### src/rtl/puf_pkg.sv
// Shared types and helpers for the ring-oscillator PUF engine: FSM state
// encoding, challenge-to-pair index mapping and default configuration.
package puf_pkg;

  localparam int DEF_NUM_RO        = 16;
  localparam int DEF_RESP_BITS     = 8;
  localparam int DEF_CNT_WIDTH     = 12;
  localparam int DEF_WINDOW_CYCLES = 256;

  typedef enum logic [2:0] {
    IDLE,
    CLEAR,
    MEASURE,
    COMPARE,
    DONE
  } puf_state_e;

  // First oscillator of pair i: walks up from base A one step per bit.
  function automatic int pair_a(input int base_a, input int i, input int num_ro);
    return (base_a + i) % num_ro;
  endfunction

  // Second oscillator of pair i: odd stride from base B, bumped by one when it
  // lands on the same oscillator as pair_a so a pair never compares with itself.
  function automatic int pair_b(input int base_a, input int base_b, input int i,
                                input int num_ro);
    int a;
    int b;
    a = (base_a + i) % num_ro;
    b = (base_b + 2 * i + 1) % num_ro;
    if (b == a) b = (a + 1) % num_ro;
    return b;
  endfunction

endpackage

### src/rtl/ro_edge_counter.sv
// Per-oscillator edge counter: 2-flop synchroniser, rising-edge detect and a
// saturating event counter with synchronous clear and count enable.
module ro_edge_counter #(
  parameter int CNT_WIDTH = 12
) (
  input  logic                 clk,
  input  logic                 rst,
  input  logic                 ro,
  input  logic                 clr,
  input  logic                 cnt_en,
  output logic [CNT_WIDTH-1:0] cnt
);

  logic sync_p0;
  logic sync_p1;
  logic prev_p2;
  logic rise;

  function automatic logic [CNT_WIDTH-1:0] sat_inc(input logic [CNT_WIDTH-1:0] v);
    return (&v) ? v : v + CNT_WIDTH'(1);
  endfunction

  // Stage p0/p1: metastability synchroniser; p2: previous level for edge detect
  always_ff @(posedge clk or posedge rst) begin
    if (rst) begin
      sync_p0 <= 1'b0;
      sync_p1 <= 1'b0;
      prev_p2 <= 1'b0;
    end else begin
      sync_p0 <= ro;
      sync_p1 <= sync_p0;
      prev_p2 <= sync_p1;
    end
  end

  assign rise = sync_p1 & ~prev_p2;

  // Counter holds at all-ones rather than wrapping
  always_ff @(posedge clk or posedge rst) begin
    if (rst) begin
      cnt <= '0;
    end else if (clr) begin
      cnt <= '0;
    end else if (cnt_en && rise) begin
      cnt <= sat_inc(cnt);
    end
  end

endmodule

### src/rtl/ro_puf_engine.sv
// Ring-oscillator PUF engine: counts oscillator edges over a fixed window and
// compares challenge-selected pairs. Define PUF_TIE_MASK_EN to add the tie_mask port.
module ro_puf_engine
  import puf_pkg::*;
#(
  parameter  int NUM_RO        = DEF_NUM_RO,
  localparam int IDX_W         = $clog2(NUM_RO),
  parameter  int CHALL_WIDTH   = 2 * IDX_W,
  parameter  int RESP_BITS     = DEF_RESP_BITS,
  parameter  int CNT_WIDTH     = DEF_CNT_WIDTH,
  parameter  int WINDOW_CYCLES = DEF_WINDOW_CYCLES
) (
  input  logic                   clk,
  input  logic                   sys_rst_pos,
  input  logic                   en,
  input  logic [CHALL_WIDTH-1:0] chall_in,
  input  logic [NUM_RO-1:0]      ro_in,
  output logic [RESP_BITS-1:0]   response,
  output logic                   ready
`ifdef PUF_TIE_MASK_EN
  ,
  output logic [RESP_BITS-1:0]   tie_mask
`endif
);

  localparam int WIN_W = $clog2(WINDOW_CYCLES + 1);
  localparam int BIT_W = (RESP_BITS > 1) ? $clog2(RESP_BITS) : 1;
  localparam logic [WIN_W-1:0] WIN_LAST = WIN_W'(WINDOW_CYCLES - 1);
  localparam logic [BIT_W-1:0] BIT_LAST = BIT_W'(RESP_BITS - 1);

  puf_state_e state;
  puf_state_e state_nxt;

  logic [CHALL_WIDTH-1:0] chall_q;
  logic [WIN_W-1:0]       win_cnt;
  logic [BIT_W-1:0]       bit_idx;
  logic [CNT_WIDTH-1:0]   cnt [NUM_RO];
  logic                   cnt_clr;
  logic                   cnt_en;
  logic                   start;
  logic                   abort;
  logic                   cmp_wr;
  logic [IDX_W-1:0]       sel_a;
  logic [IDX_W-1:0]       sel_b;
  logic                   bit_gt;

  assign cnt_clr = (state == CLEAR);
  assign cnt_en  = (state == MEASURE);

  for (genvar g = 0; g < NUM_RO; g++) begin : g_ro
    ro_edge_counter #(
      .CNT_WIDTH(CNT_WIDTH)
    ) u_cnt (
      .clk    (clk),
      .rst    (sys_rst_pos),
      .ro     (ro_in[g]),
      .clr    (cnt_clr),
      .cnt_en (cnt_en),
      .cnt    (cnt[g])
    );
  end

  always_ff @(posedge clk or posedge sys_rst_pos) begin
    if (sys_rst_pos) state <= IDLE;
    else             state <= state_nxt;
  end

  // Dropping en anywhere before DONE abandons the run and clears the outputs
  always_comb begin
    state_nxt = state;
    start     = 1'b0;
    abort     = 1'b0;
    cmp_wr    = 1'b0;
    unique case (state)
      IDLE: begin
        if (en) begin
          state_nxt = CLEAR;
          start     = 1'b1;
        end
      end
      CLEAR: begin
        if (!en) abort = 1'b1;
        else     state_nxt = MEASURE;
      end
      MEASURE: begin
        if (!en)                      abort = 1'b1;
        else if (win_cnt == WIN_LAST) state_nxt = COMPARE;
      end
      COMPARE: begin
        if (!en) begin
          abort = 1'b1;
        end else begin
          cmp_wr = 1'b1;
          if (bit_idx == BIT_LAST) state_nxt = DONE;
        end
      end
      DONE: begin
        if (!en) state_nxt = IDLE;
      end
      default: state_nxt = IDLE;
    endcase
    if (abort) state_nxt = IDLE;
  end

  assign ready = (state == DONE);

  always_ff @(posedge clk or posedge sys_rst_pos) begin
    if (sys_rst_pos) begin
      chall_q <= '0;
      win_cnt <= '0;
      bit_idx <= '0;
    end else begin
      if (start) chall_q <= chall_in;
      if (state == CLEAR)        win_cnt <= '0;
      else if (state == MEASURE) win_cnt <= win_cnt + WIN_W'(1);
      if (state == CLEAR) bit_idx <= '0;
      else if (cmp_wr)    bit_idx <= bit_idx + BIT_W'(1);
    end
  end

  // Pair selection and comparison, one response bit per COMPARE cycle
  always_comb begin
    sel_a = IDX_W'(pair_a(int'(chall_q[IDX_W-1:0]), int'(bit_idx), NUM_RO));
    sel_b = IDX_W'(pair_b(int'(chall_q[IDX_W-1:0]),
                          int'(chall_q[CHALL_WIDTH-1:IDX_W]),
                          int'(bit_idx), NUM_RO));
  end

  assign bit_gt = cnt[sel_a] > cnt[sel_b];

  always_ff @(posedge clk or posedge sys_rst_pos) begin
    if (sys_rst_pos) begin
      response <= '0;
    end else if (start || abort) begin
      response <= '0;
    end else if (cmp_wr) begin
      for (int i = 0; i < RESP_BITS; i++) begin
        if (int'(bit_idx) == i) response[i] <= bit_gt;
      end
    end
  end

`ifdef PUF_TIE_MASK_EN
  logic                 bit_tie;
  logic [RESP_BITS-1:0] tie_q;

  assign bit_tie = cnt[sel_a] == cnt[sel_b];

  always_ff @(posedge clk or posedge sys_rst_pos) begin
    if (sys_rst_pos) begin
      tie_q <= '0;
    end else if (start || abort) begin
      tie_q <= '0;
    end else if (cmp_wr) begin
      for (int i = 0; i < RESP_BITS; i++) begin
        if (int'(bit_idx) == i) tie_q[i] <= bit_tie;
      end
    end
  end

  assign tie_mask = tie_q;
`endif

endmodule

### config.mk
export PLATFORM = sky130hd
export DESIGN_NAME = ro_puf_engine
export DESIGN_NICKNAME = d
export VERILOG_FILES = /design/src/rtl/puf_pkg.sv /design/src/rtl/ro_edge_counter.sv /design/src/rtl/ro_puf_engine.sv
export SDC_FILE = /design/constraint.sdc
export NUM_CORES = 1
export LEC_CHECK = 0
export BUFFER_PORTS_ARGS = -buffer_cell sky130_fd_sc_hd__buf_2
export CAP_MARGIN = 10
export CORE_ASPECT_RATIO = 1.4
export CORE_MARGIN = 10
export CORE_UTILIZATION = 40
export CTS_CLUSTER_SIZE = 14
export DETAILED_ROUTE_END_ITERATION = 16
export SYNTH_ARGS = -nofsm -noshare
export SYNTH_HDL_FRONTEND = slang
export SYNTH_SLANG_ARGS = --single-unit
export TNS_END_PERCENT = 20
### constraint.sdc
create_clock -name clk -period 15 [get_ports clk]
set_input_delay 3 -clock clk [delete_from_list [all_inputs] [get_ports clk]]
set_output_delay 3 -clock clk [all_outputs]
set_load 0.03 [all_outputs]
==> results.sh, run 1 <==
export IMPL_slew_violations=0
export IMPL_skew_ns=0.0149
export IMPL_netlist_instances=1472
export IMPL_synth_nets=1543
export IMPL_ios=36
export IMPL_nFillCells=3652
export IMPL_grt_max_degree=131
export IMPL_post_cts_buffers=0
export IMPL_dp_hpwl_um=32600
export IMPL_vias_per_cell=5.74
export IMPL_io_buffers=35
export IMPL_diodes=0
export IMPL_fin_crit_sh_pct=39.9
export IMPL_ant_nets=0
export IMPL_rr_startpoint="bit_idx[0]"
export IMPL_powerDensity_nw_per_um2=119
export IMPL_cts_tree="built"
export IMPL_synth_edf_count=0
export IMPL_maxCapViolCount=0
export IMPL_dr_pass1_iters=5
export IMPL_start_util_pct=40.4
export IMPL_ys_seq_area_share_pct=43.6
export IMPL_total_power_mw=2.05
export IMPL_fmax_mhz=167
export IMPL_setup_violations=0
export IMPL_clock_latency_ns=0.56
export IMPL_peakVddDrop_v=0.000113
export IMPL_antenna_found_initial=0
export IMPL_tns_ns=0
export IMPL_grt_pass1_vias=11600
export IMPL_cts_resized=0
export IMPL_dieWidth_um=187
export IMPL_cts_buffers=29
export IMPL_grt_overflow=0
export IMPL_netlist_area_sq_um=15600
export IMPL_async_reset_ff_share_pct=100
export IMPL_leakage_nw=7.31
export IMPL_synth_cell_type_count=59
export IMPL_drive_above_1_share_pct=12.0
export IMPL_post_route_util_pct=44.6
export IMPL_cts_root_buf="clkbuf_16"
export IMPL_finalHoldViolCount=0
export IMPL_crit_arrival_ns=6.38
export IMPL_crit_path_start_kind="flop"
export IMPL_h_tree_depth=1
export IMPL_die_area_sq_um=47300
export IMPL_clk_path_buf_depth=3
export IMPL_grt_setup_unrepaired="no"
export IMPL_tightest_slew_ns=1.12
export IMPL_max_slew_margin_rel_pct=25.4
export IMPL_synth_flop_cell="dfrtp_1"
export IMPL_drt_initial_drc_count=807
export IMPL_core_sq_um=38500
export IMPL_cp_max_fo=63
export IMPL_row_count=85
export IMPL_status="completed"
export IMPL_hold_path_class="flop to flop"
export IMPL_crit_path_start="bit_idx[0]"
export IMPL_routed_wl_um=44700
export IMPL_hp_start="g_ro[15].u_cnt.sync_p0"
export IMPL_vias=11700
export IMPL_syn_to_final_growth_pct=10.2
export IMPL_drt_wirelength_per_cell_um=22.0
export IMPL_avgSynthCellArea_sq_um=10.6
export IMPL_hold_buffers=0
export IMPL_clkSinkCount=271
export IMPL_yosys_warnings=0
export IMPL_die_h_um=253
export IMPL_cp_end_kind="flop"
export IMPL_nNetsFinal=1559
export IMPL_grtUsageTotal_pct=18.7
export IMPL_gp_congestion=0.949
export IMPL_path_clk_slew_ns=0.06
export IMPL_required_ns=15.40
export IMPL_min_period_ns=5.98
export IMPL_crit_type="flop to flop"
export IMPL_grt_pass1_wl_um=70000
export IMPL_route_detailed_drc=0
export IMPL_ys_seq_elements=271
## critical path: stages, from the launching register on
cell	delay, ns
dfrtp_1	0.49
ha_4	0.22
fa_2	0.51
buf_4	0.64
xor2_1	0.13
nor2_1	0.27
o21ai_4	0.17
mux2i_4	0.19
buf_4	0.78
mux2i_1	0.36
o22ai_1	0.14
nor4_1	0.31
ha_1	0.20
nand4_1	0.14
or2_2	0.33
o211ai_1	0.57
o21ai_0	0.20
## metal layers
layer / global-route usage [%] / part of all wire, % / vias up
met5: 0 / 0 / -
met2: 33.3 / 51 / 270
met3: 2.20 / 3.7 / 101
li1: - / - / 5385
met4: 9.03 / 4.8 / 0
met1: 22.0 / 40 / 5894
## placed cells by master (no fill, tap or decap), types with 46 or more instances in the layout
cell type / netlist / routed
nand3_1: 80 / 80
dfrtp_1: 271 / 271
o21ai_0: 53 / 53
nor2_1: 198 / 198
xnor2_1: 53 / 53
nand4_1: 58 / 58
o22ai_1: 46 / 46
mux4_2: 60 / 60
mux2i_1: 115 / 114
xor2_1: 100 / 100
nand2_1: 88 / 88
## area by class of cell
| type | count | area [sq um] | share of cell area, % |
|---|---|---|---|
| Clock buffer | 40 | 807 | 4.70 |
| Clock inverter | 9 | 106 | 0.620 |
| Inverter | 16 | 67.6 | 0.394 |
| Multi-Input combinational cell | 1121 | 8460 | 49.3 |
| Sequential cell | 271 | 6780 | 39.5 |
| Tap cell | 522 | 653 | 3.81 |
| Timing Repair Buffer | 49 | 280 | 1.63 |
## kinds of logic after synthesis
family,after synthesis,share of synthesized area [%]
simple gates,573,18.6
flops,271,43.6
mux,183,16.7
compound gates,167,6.41
xor+xnor,154,8.78
buf+inv,80,2.33
fa+ha+maj,44,3.63
## sequential cells by signal, indices dropped and copies added, names as in the netlist
| name | cells |
|---|---|
| bit_idx | 3 |
| response | 8 |
| chall_q | 8 |
| g_ro.u_cnt.cnt | 192 |
| g_ro.u_cnt.sync_p1 | 16 |
| g_ro.u_cnt.sync_p0 | 16 |
| win_cnt | 9 |
| state | 3 |
| g_ro.u_cnt.prev_p2 | 16 |
## report_power, final
part / internal [mW] / total (mW) / leakage (nW) / switching, mW
clock network: 0.408 / 0.703 / 0.445 / 0.295
logic: 0.214 / 0.550 / 3.22 / 0.336
registers: 0.757 / 0.796 / 3.65 / 0.0397
## Yosys cell counts, drive strengths merged (4+ instances only)
cell type	count	area (sq um)
nand2	88	330
nand2b	7	43.8
nand4	58	363
a31oi	4	25.0
o21ai	55	287
mux4	60	1350
clkbuf	42	158
or2	5	31.3
and4	14	123
nor2b	12	75.1
xor2	100	876
and2	6	37.5
mux2	8	93.8
dfrtp	271	6780
o22ai	46	288
nor4	12	87.6
nand3	80	400
nor4b	11	121
mux2i	115	1150
nor2	198	743
nor3	14	70.1
ha	42	526
buf	22	145
inv	16	60.1
o211ai	4	35.0
xnor2	54	492
and2b	7	52.6
or3	34	218
and3	17	106
a21oi	40	200
a21o	5	37.5
## stage by stage
step	hold WS, ns	area (sq um)	worst slack [ns]	instances
5_1_grt	0.354	17200	8.53	2028
3_3_place_gp	0.331	16200	9.20	1979
4_1_cts	0.347	17200	9.12	2028
3_5_place_dp	0.335	16200	9.14	1979
6_report	0.344	17200	9.02	2028
2_1_floorplan	0.331	15600	4.53	1472
## path summary, 6_finish.rpt
path | to | slack [ns] | depth (start not counted)
setup reg to reg | response[5] | 9.02 | 16
hold reg to reg | g_ro[15].u_cnt.sync_p1 | 0.34 | 0
max in group asynchronous | g_ro[7].u_cnt.prev_p2 | 10.84 | 3
min in group asynchronous | g_ro[8].u_cnt.sync_p0 | 2.60 | 2
setup / recovery | response[5] | 9.02 | 16
hold / removal | g_ro[15].u_cnt.sync_p1 | 0.34 | 0
Note: power is estimated with default switching activity, not from simulation.
==> run 2: changes to the inputs <==
- clock period: 15 -> 5.5 ns (I/O delays scaled with it)
==> results.sh, run 2 (synthesis gave the netlist of run 1 again) <==
export IMPL_status="completed"
export IMPL_reg2reg_depth=19
export IMPL_layout_common_cells="dfrtp_1 (271), nor2_1 (198), mux2i_1 (114), xor2_1 (100), nand2_1 (88)"
export IMPL_leakage_nw=7.41
export IMPL_vias=11600
export IMPL_path_clk_slew_ns=0.06
export IMPL_whs_path_depth=0
export IMPL_die_h_um=253
export IMPL_powerDensity_nw_per_um2=333
export IMPL_core_sq_um=38500
export IMPL_route_detailed_drc=0
export IMPL_setup_violations=0
export IMPL_tightest_slew_ns=1.06
export IMPL_crit_path_start_kind="flop"
export IMPL_clkSinkCount=271
export IMPL_skew_ns=0.0114
export IMPL_max_slew_margin_rel_pct=28.5
export IMPL_tns_ns=0
export IMPL_cts_buffers=29
export IMPL_vias_per_cell=5.66
export IMPL_io_buffers=35
export IMPL_dieWidth_um=187
export IMPL_nFillCells=3628
export IMPL_multiInputGateArea_sq_um=8460
export IMPL_finalNonFillerCells=2041
export IMPL_peakVddDrop_v=0.000226
export IMPL_start_util_pct=40.4
export IMPL_dr_pass1_iters=5
export IMPL_ant_nets=0
export IMPL_grt_overflow=0
export IMPL_h_tree_depth=1
export IMPL_die_area_sq_um=47300
export IMPL_drive_above_1_share_pct=13.0
export IMPL_clock_latency_ns=0.57
export IMPL_top_register="g_ro.u_cnt.cnt"
export IMPL_dp_hpwl_um=32500
export IMPL_dp_slack_ns=0.324
export IMPL_hold_buffers=0
export IMPL_drt_initial_drc_count=912
export IMPL_worst_r2r_setup_slack_ns=0.47
export IMPL_drt_wirelength_per_cell_um=21.6
export IMPL_ios=36
export IMPL_grt_pass1_wl_um=69100
export IMPL_cts_root_buf="clkbuf_16"
export IMPL_gp_congestion=0.934
export IMPL_row_count=85
export IMPL_required_ns=5.94
export IMPL_layout_setup_ws_ns=0.473
export IMPL_routed_wl_um=44000
export IMPL_grtUsageTotal_pct=18.4
export IMPL_clk_path_buf_depth=3
export IMPL_cp_end_kind="flop"
export IMPL_hold_path_class="flop to flop"
export IMPL_grt_max_degree=193
export IMPL_place_inst=1988
export IMPL_maxCapViolCount=0
export IMPL_fmax_mhz=199
export IMPL_crit_type="flop to flop"
export IMPL_cp_max_fo=33
export IMPL_finalHoldViolCount=0
export IMPL_syn_to_final_growth_pct=11.6
export IMPL_fin_crit_sh_pct=91.4
export IMPL_cts_tree="built"
export IMPL_register_area_sq_um=6780
export IMPL_grt_setup_unrepaired="no"
export IMPL_slew_violations=0
export IMPL_crit_arrival_ns=5.47
export IMPL_grt_pass1_vias=11400
export IMPL_nNetsFinal=1569
export IMPL_antenna_found_initial=0
export IMPL_largest_reg_flops=192
export IMPL_final_common_cell="dfrtp_1"
export IMPL_min_period_ns=5.03
export IMPL_diodes=0
[run 2: power by group]
part	internal [mW]	switching (mW)	total, mW
combinational	0.644	0.937	1.58
sequential	2.06	0.106	2.17
clock	1.22	0.819	2.04
total	3.93	1.86	5.79
[run 2: critical path, stage by stage, from the launching register on]
cell and delay (ns):
dfrtp_1 0.47, ha_1 0.37, and3_1 0.21, or3_4 0.42
o211a_2 0.16, o21ai_4 0.28, mux2i_4 0.30, buf_12 0.27
buf_4 0.28, mux2i_1 0.27, o22ai_1 0.11, nor4_1 0.34
ha_1 0.33, a21o_1 0.18, a21o_1 0.17, a21oi_1 0.18
o221ai_1 0.14, o211ai_1 0.11, buf_4 0.19, o21ai_0 0.09
[run 2: area by class of cell]
cell class / instances / area share, %
Multi-Input combinational cell: 1121 / 48.7
Sequential cell: 271 / 39.0
Clock buffer: 38 / 4.66
Tap cell: 522 / 3.76
Timing Repair Buffer: 59 / 2.41
Clock inverter: 14 / 1.07
Inverter: 16 / 0.367
[run 2: path summary, 6_finish.rpt]
path	from	to
hold / removal	g_ro[1].u_cnt.sync_p0	g_ro[1].u_cnt.sync_p1
hold reg to reg	g_ro[1].u_cnt.sync_p0	g_ro[1].u_cnt.sync_p1
setup reg to reg	bit_idx[1]	response[2]
max in group asynchronous	sys_rst_pos	win_cnt[5]
setup / recovery	bit_idx[1]	response[2]
min in group asynchronous	sys_rst_pos	g_ro[9].u_cnt.sync_p1
[run 2: metrics by stage]
stage | utilization [%] | power [mW] | hold slack, ns | area [sq um]
floorplan | - | 3.39 | 0.331 | 15600
detailed placement | 42.5 | 3.78 | 0.335 | 16400
finish | 45.1 | 5.79 | 0.343 | 17400
global placement | 42.5 | 3.76 | 0.333 | 16400
CTS | 45.1 | 5.85 | 0.343 | 17400
global route | 45.1 | 6.05 | 0.346 | 17400
[run 2: metal layers]
metal	global-route usage, %	share of wire, %
met4	9.37	5.0
met3	1.87	3.3
met5	0	0
met1	22.4	41
met2	32.0	50
[run 2: timing repair]
| action | 4_1_cts | 5_1_grt |
|---|---|---|
| buffers inserted | 0 | 1 |
| setup endpoints to repair | 0 | 8 |
| gates resized for setup | 0 | 1 |
| hold endpoints to repair | 0 | 0 |
